==> src/rtl/neg_issue_ctrl.sv <==
// Issue controller for the negation unit: buffers decoder commands, blocks on
// RAW/WAW hazards through a per-register scoreboard, issues and writes back.
module neg_issue_ctrl #(
  parameter int FIFO_DEPTH = 4,
  parameter int NREGS      = 16
) (
  input  logic        clk,
  input  logic        nRst,
  input  logic        cmd_valid,
  output logic        cmd_ready,
  input  logic [3:0]  cmd_src,
  input  logic [3:0]  cmd_dest,
  output logic [3:0]  rf_rd_addr,
  input  logic [31:0] rf_rd_data,
  output logic        neg_en,
  output logic [31:0] neg_value,
  output logic [3:0]  neg_dest_addr,
  input  logic        neg_done,
  input  logic [31:0] neg_out_value,
  input  logic [3:0]  neg_out_dest,
  output logic        wb_en,
  output logic [3:0]  wb_addr,
  output logic [31:0] wb_data,
  output logic        idle,
  output logic [7:0]  stall_cnt
);
  localparam int PW = $clog2(FIFO_DEPTH);
  localparam int CW = PW + 1;

  typedef struct packed {
    logic [3:0] src;
    logic [3:0] dest;
  } cmd_t;

  cmd_t [FIFO_DEPTH-1:0] fifo_q;
  logic [PW-1:0]         wr_ptr_q, rd_ptr_q;
  logic [CW-1:0]         count_q, count_d;
  logic [NREGS-1:0]      sb_q, sb_d;
  logic [7:0]            stall_q, stall_d;
  logic                  neg_en_q, wb_en_q;
  logic [31:0]           neg_value_q, wb_data_q;
  logic [3:0]            neg_dest_q, wb_addr_q;

  cmd_t head;
  logic nonempty, push, issue;

  assign cmd_ready = (count_q != CW'(FIFO_DEPTH));

  always_comb begin
    head     = fifo_q[rd_ptr_q];
    nonempty = (count_q != '0);
    push     = cmd_valid && cmd_ready;
    // Hazard check sees only the registered scoreboard; a clear this cycle
    // lets the waiting command go on the following edge.
    issue    = nonempty && !sb_q[head.src] && !sb_q[head.dest];

    count_d = count_q;
    case ({push, issue})
      2'b10:   count_d = count_q + CW'(1);
      2'b01:   count_d = count_q - CW'(1);
      default: count_d = count_q;
    endcase

    // Clear is applied after set so an illegal same-cycle collision clears.
    sb_d = sb_q;
    if (issue)    sb_d[head.dest]    = 1'b1;
    if (neg_done) sb_d[neg_out_dest] = 1'b0;

    stall_d = stall_q;
    if (nonempty && !issue && stall_q != 8'hFF) stall_d = stall_q + 8'd1;
  end

  always_ff @(posedge clk or negedge nRst) begin
    if (!nRst) begin
      fifo_q      <= '0;
      wr_ptr_q    <= '0;
      rd_ptr_q    <= '0;
      count_q     <= '0;
      sb_q        <= '0;
      stall_q     <= '0;
      neg_en_q    <= 1'b0;
      neg_value_q <= '0;
      neg_dest_q  <= '0;
      wb_en_q     <= 1'b0;
      wb_addr_q   <= '0;
      wb_data_q   <= '0;
    end else begin
      if (push) begin
        fifo_q[wr_ptr_q] <= '{src: cmd_src, dest: cmd_dest};
        wr_ptr_q         <= wr_ptr_q + PW'(1);
      end
      if (issue) begin
        rd_ptr_q    <= rd_ptr_q + PW'(1);
        neg_value_q <= rf_rd_data;
        neg_dest_q  <= head.dest;
      end
      neg_en_q <= issue;
      count_q  <= count_d;
      sb_q     <= sb_d;
      stall_q  <= stall_d;
      wb_en_q  <= neg_done;
      if (neg_done) begin
        wb_addr_q <= neg_out_dest;
        wb_data_q <= neg_out_value;
      end
    end
  end

  assign rf_rd_addr    = nonempty ? head.src : 4'd0;
  assign neg_en        = neg_en_q;
  assign neg_value     = neg_value_q;
  assign neg_dest_addr = neg_dest_q;
  assign wb_en         = wb_en_q;
  assign wb_addr       = wb_addr_q;
  assign wb_data       = wb_data_q;
  assign stall_cnt     = stall_q;
  assign idle          = (count_q == '0) && (sb_q == '0) && !wb_en_q;

endmodule

==> config.mk <==
export PLATFORM = sky130hd
export DESIGN_NAME = neg_issue_ctrl
export DESIGN_NICKNAME = d
export VERILOG_FILES = /design/src/rtl/neg_issue_ctrl.sv
export SDC_FILE = /design/constraint.sdc
export NUM_CORES = 1
export LEC_CHECK = 0
export CAP_MARGIN = 30
export CORE_UTILIZATION = 35
export CTS_CLUSTER_DIAMETER = 120
export DETAILED_ROUTE_END_ITERATION = 12
export PLACE_DENSITY_LB_ADDON = 0.05
export SLEW_MARGIN = 20
export SYNTH_ARGS = -nofsm -noshare
export SYNTH_HDL_FRONTEND = slang
export SYNTH_SLANG_ARGS = --single-unit
export TNS_END_PERCENT = 20
==> constraint.sdc <==
create_clock -name clk -period 4.08 [get_ports clk]
set_input_delay 1.224 -clock clk [delete_from_list [all_inputs] [get_ports clk]]
set_output_delay 1.224 -clock clk [all_outputs]
set_load 0.05 [all_outputs]
==> results of run 1 <==
worst min-delay path by stage:
stage                     slack [ps]              startpoint                     end  depth (start not counted)
final                            500  fifo_q[18]$_DFFE_PN0P_  fifo_q[18]$_DFFE_PN0P_                          1
after detailed placement         490   fifo_q[6]$_DFFE_PN0P_   fifo_q[6]$_DFFE_PN0P_                          1
after floorplan                  470  fifo_q[11]$_DFFE_PN0P_  fifo_q[11]$_DFFE_PN0P_                          1
after CTS                        500   fifo_q[6]$_DFFE_PN0P_   fifo_q[6]$_DFFE_PN0P_                          1
after global placement           480  fifo_q[19]$_DFFE_PN0P_  fifo_q[19]$_DFFE_PN0P_                          1
after global routing             520  fifo_q[22]$_DFFE_PN0P_  fifo_q[22]$_DFFE_PN0P_                          1
cells in the final DEF (no fill, tap or decap), drive strengths merged, types with 12 or more instances in the layout:
cell	Yosys	layout
mux2	112	112
dfrtp	137	137
a21oi	17	17
mux2i	17	17
nand2	14	14
clkbuf	6	22
clkdlybuf4s50	0	164
a41oi	12	12
synth_stat cells, drive strengths merged, types with 3 or more instances:
cell      n
a31oi     8
a21oi    17
nand2    14
xor2      6
and2      9
mux2    112
nand3     4
nor4      3
buf      13
inv       8
dfrtp   137
nor2b     9
xnor2     3
clkbuf    6
mux4      8
and3      5
nand4     3
nor2      8
ha        6
mux2i    17
a41oi    12
state kept, by name, summed over array words and instances, names as in the netlist:
signal / count
wb_addr: 4
wb_en: 1
neg_value: 32
stall_cnt: 8
rd_ptr_q: 2
neg_en: 1
fifo_q: 32
sb_q: 16
wb_data: 32
neg_dest_addr: 4
wr_ptr_q: 2
count_q: 3
what timing repair did:
item | 4_1_cts | 5_1_grt
setup endpoints to repair | 0 | 3
gates resized for setup | 0 | 2
endpoints found under the hold margin | 0 | 0
setup buffers | 0 | 0
through the flow:
stage                     utilization  setup slack [ps]
after detailed placement        0.464               390
after CTS                       0.499              42.1
final                           0.499               264
after floorplan                     -               459
after global routing            0.499               160
after global placement          0.464               480
critical path: stages, from the launching register on:
cell             delay, ps
dfrtp_2                560
mux4_2                 710
and2_1                 200
clkdlybuf4s50_1        700
layout make-up:
class	instances	area, sq um
Fill cell	1470	8630
Sequential cell	137	3430
Multi-Input combinational cell	263	2540
Timing Repair Buffer	173	1720
Clock buffer	22	494
Tap cell	225	282
Clock inverter	10	115
Inverter	8	30.0
logic make-up (layout without fill, tap and decap cells):
| family | count (synthesis) | in the layout | synth area share |
|---|---|---|---|
| fa+ha+maj | 7 | 7 | 0.0155 |
| flops | 137 | 137 | 0.558 |
| buf+inv | 27 | 213 | 0.0283 |
| mux | 137 | 137 | 0.276 |
| simple gates | 62 | 62 | 0.0546 |
| xor+xnor | 9 | 9 | 0.0128 |
| compound gates | 48 | 48 | 0.0548 |
routing by layer:
| metal | vias up | share of wire |
|---|---|---|
| met5 | - | 0 |
| met4 | 0 | 0.016 |
| met3 | 14 | 0.062 |
| met2 | 142 | 0.48 |
| met1 | 2095 | 0.44 |
| li1 | 1914 | - |
==> out/summary.md, run 1 <==
The tools report the I/O pin total as 168. The most used flip-flop cell after synthesis is dfrtp_1. The number of iterations in the first detailed-routing pass is 4, and the ratio of routed vias to standard cells is 4.97. The met3 capacity usage during global routing came out at 0.0495.

The worst setup path is launched from a register. The number of buffers added on ports was 167. The most used routing layer is met2.

The routed design could run at a clock period as short as 3820 ps. For the worst setup path, the data required time is 2860 ps. The total overflow left after global routing is 0.

Buffers inserted during clock tree synthesis total 17. After the last flow step, the layout net total stands at 687. The library cell with the largest summed area after synthesis is dfrtp_1. The logs give 0.163 for the total routing usage reported by global routing and 74 for the pin count of the biggest net entering global routing. At the pin with the least slew margin, the transition time is 688 ps.

The clock reaches the later pin of the worst-skew pair after 420 ps. Buffer cell driving the clock tree root: clkbuf_16. The vias after detailed routing is 4,165, and the clock edge transition at the registers on the reported setup and hold paths is 60 ps. The wire length of the first global-routing pass came out at 22,500 um. Yosys printed 0 warnings.

The critical path starts at rd_ptr_q[0]$_DFFE_PN0N_. The number of nets in the synthesized netlist is 514. The flow ran to the end, and the final reports show no timing, DRC or antenna violations.

The number of maximum-capacitance violations was 0. Setup repair after global routing left no endpoint under its margin. The worst setup path is captured at an output pin. The met1 routing resource usage after global routing was 0.203; the post-synthesis cell type count was 44. For the worst flop-to-flop path, the logic depth is 11. The logs give 0.262 for the met2 usage in global routing and 0 for the antenna violation net count after detailed routing. The proportion of register bits with asynchronous set or reset after synthesis is 1.00.

The tools report the initial antenna violation count as 0. For the worst path arrival time, the log shows 2590 ps. The fraction of final layout cells sized beyond drive strength 1 was 0.263. The final standard cell area without fillers came out at 8610 sq um.

The max-slew violation count is 0, and the highest fanout seen on the critical path is 10. The H-tree generated during clock tree synthesis spans 4 levels. The logs give 9770 um for the HPWL after detailed placement and 13,900 um for the wire length reported by the detailed router. The tools report the worst clock skew as 9.22 ps. After synthesis the netlist holds a flip-flop and latch count of 137.

The final setup TNS was 0 ps. After synthesis, the cell types taking the most area are dfrtp_1 56%, mux2_2 17%, mux2_4 4.9%. From left edge to right edge, the die measures 135 um. The min-delay analysis places its worst path in the category register to register.

Excluding fillers, the count of instances in the completed layout stands at 838. Total standard cell area after synthesis: 6150 sq um. Relative to the synthesized area, the layout overhead comes to 40.1%. The floorplan step set the die height to 135 um. The run gives 806 as the cell count after placement. The top-area cell type share of the netlist area is 0.558. The number of cell rows came out at 48. The worst register-to-register path begins at rd_ptr_q[0]$_DFFE_PN0N_. The placed standard-cell area was 8000 sq um; the number of enable flip-flop cells after synthesis was 0. Setup slack on the worst reg-to-reg path comes out at 580 ps. Buffers inserted to repair hold after CTS numbered 0.

The number of design-rule violations left by the first detailed-router iteration was 152. In the final routed layout, each cell accounts on average for 16.6 um. The tools report the max-slew headroom at the worst pin as 0.541.

The worst register-to-register path ends at count_q[2]$_DFFE_PN0P_. The tightest hold path in the finished design has a slack of 497 ps. TritonCTS built the clock tree.

The run gives 0 as the count of endpoints failing setup in the final report. The floorplan step defined a die boundary enclosing 18,100 sq um. The post-route clock period utilization was 0.935; the synthesized area per cell was 14.4 sq um. Clock tree synthesis found a total of 137 sinks. In this run the worst setup path terminates at rf_rd_addr[0]. The sequential element share of the synthesized area was 0.558; the final-report hold violation count was 0. The logs give 262 MHz for the fmax and 17,200 sq um for the core area. The run gives 0.357 as the starting density of the core.

After detailed routing, the number of remaining DRC violations is 0. The worst setup path is of the register to output pin kind. The clock tree buffer depth came out at 2.

Synthesis produced 427 cells. The logs give 0 for the total inserted antenna cells and 4,392 for the number of global-route vias before repair. The congestion estimate from routability-driven global placement came to 0.831.
Power of run 1 is left out: the tool's default activity adds up to more than one toggle a clock period on the data nets, which glitch-free logic cannot reach.
==> run 2: changes to the inputs <==
--- a/config.mk
+++ b/config.mk
@@ -10,6 +10,7 @@
 export CTS_CLUSTER_DIAMETER = 120
 export DETAILED_ROUTE_END_ITERATION = 12
 export PLACE_DENSITY_LB_ADDON = 0.05
+export REMOVE_ABC_BUFFERS = 1
 export SLEW_MARGIN = 20
 export SYNTH_ARGS = -nofsm -noshare
 export SYNTH_HDL_FRONTEND = slang
==> out/summary.md, run 2 (synthesis results as in run 1) <==
The flow ran to the end, and the final reports show no timing, DRC or antenna violations. In the final routing, the length of wire on met1 measures 6020 um. Counting cells, the worst reg-to-reg path comes to 11.

Summed over all nets, the half-perimeter wirelength after detailed placement is 9850 um. The logs give 0 for the final-report hold violation count and 7.39 ps for the worst clock skew. Summed over all nets, wire length on met2 after detailed routing comes to 7050 um.

Initial antenna violation count: 0. Max-cap violations in this run came to 0. For the pin with the worst max-slew slack, the measured transition is 613 ps. 168 I/O pins were placed.

The clock insertion delay at the later pin of the skew report is 420 ps, and the worst path required time is 2860 ps. The net count of the finished layout is 686. After clock tree synthesis, the clock-pin slew on the worst setup and hold paths is 60 ps. After floorplanning, the core was divided into 48 placement rows. The fraction of final layout cells sized beyond drive strength 1 works out to 0.258. The fmax was 252 MHz. The highest layer touched by signal routing is met4. In the final routed layout, each cell accounts on average for 16.9 um.

Shortest clock period the worst path allows after layout: 3960 ps. The max-slew violation count came out at 0. The critical path in this run is classified as register to output pin. The run gives 17,200 sq um as the core area. After detailed routing, the total wire length is 14,100 um. The clock tree buffer depth is 2. After global routing the overflow that remains totals 0. The top cell types in the final layout, fill and taps aside, are 165 x clkdlybuf4s50_1, 137 x dfrtp_1, 92 x mux2_2, 20 x mux2_4. In this run the post-CTS setup repair buffer count came out at 0. TritonCTS built the clock tree.

The first detailed-routing pass took 6 iterations. The highest fanout seen on the critical path was 10; the worst path arrival time was 2740 ps. The repair_antennas step left the layout with diodes totalling 0.

Setup violations remaining at the end of the flow were counted as 0. The reg2reg setup slack is 460 ps. The logs give 455 ps for the worst setup slack before clock tree synthesis and 0.357 for the starting density of the core.

The tools report the critical path capture point type as an output pin. The library cell used most frequently in the layout, excluding fill and tap cells, is clkdlybuf4s50_1. The horizontal die dimension is 135 um, and the number of H-tree levels is 4. The count of nets left with antenna violations once routing finished came out at 0. The root buffer cell chosen for the clock tree is clkbuf_16.

Pin count of the biggest net entering global routing: 61. Routability-driven placement finished with a final weighted congestion of 0.822. The number of fill cells is 1,481. Compared with the post-synthesis result, the final layout area differs by 39.6%. Number of global-route vias before repair: 4,248. Class of the tightest hold or removal check: register to register. The post-route clock period utilization came out at 0.971. The cell count of the worst hold path was 1; the number of buffers added on ports was 167.

The number of design-rule violations left by the first detailed-router iteration came out at 121. The DRC violation count after routing is 0, and the placed standard-cell area is 8000 sq um. In the final timing run, aggregate negative setup slack is 0 ps. The tools report the total routing usage reported by global routing as 0.162.

Setup repair after global routing left no endpoint under its margin. The ratio of routed vias to standard cells was 4.99; the TritonCTS buffer count was 17. Detailed routing placed a total of 844 um of wire on met3. The routed layout has 4,173 vias. In this run, post-CTS repair resized a total of 0 instances. Critical path startpoint category: a register.

For the max-slew headroom at the worst pin, the log shows 0.591. Once routing completed, OpenROAD measured the worst setup slack at 119 ps. The run gives 22,500 um as the wire length of the first global-routing pass. The die height was 135 um. After clock tree synthesis, the flow added hold-fix buffers numbering 0. The logs give 137 for the CTS sink count and 8580 sq um for the final standard cell area without fillers. For the total die area, the log shows 18,100 sq um.
run 2: path summary, 6_finish.rpt:
kind	start	endpoint
max	rd_ptr_q[0]$_DFFE_PN0N_	rf_rd_addr[0]
min	fifo_q[14]$_DFFE_PN0P_	fifo_q[14]$_DFFE_PN0P_
max reg2reg	rd_ptr_q[0]$_DFFE_PN0N_	count_q[2]$_DFFE_PN0P_
min reg2reg	fifo_q[14]$_DFFE_PN0P_	fifo_q[14]$_DFFE_PN0P_
max in group asynchronous	nRst	fifo_q[27]$_DFFE_PN0P_
min in group asynchronous	nRst	neg_value[0]$_DFFE_PN0N_
run 2: layer usage:
layer | vias to the layer above | global-route usage
met3 | 23 | 0.0398
met4 | 0 | 0.0712
met2 | 157 | 0.271
li1 | 1913 | -
met1 | 2080 | 0.199
met5 | - | 0
run 2: layout make-up:
cell class | instances | area [sq um] | share of cell area
repair buffers | 172 | 1720 | 0.200
clock inverters | 10 | 93.8 | 0.0109
flip-flops and latches | 137 | 3430 | 0.400
clock buffers | 22 | 484 | 0.0564
inverters | 8 | 30.0 | 0.00350
multi-input cells | 263 | 2540 | 0.296
well taps | 225 | 282 | 0.0328
run 2: metrics by stage:
| step | util | hold slack (ps) | instances |
|---|---|---|---|
| floorplan | - | 470 | 408 |
| global placement | 0.464 | 482 | 805 |
| detailed placement | 0.464 | 488 | 805 |
| CTS | 0.498 | 502 | 837 |
| global route | 0.498 | 510 | 837 |
| finish | 0.498 | 497 | 837 |
run 2: worst max-delay path, stage by stage, from the launching register on:
cell	delay, ps
dfrtp_1	680
mux4_2	730
and2_1	210
clkdlybuf4s50_1	700
Power of run 2 is left out for the same reason.
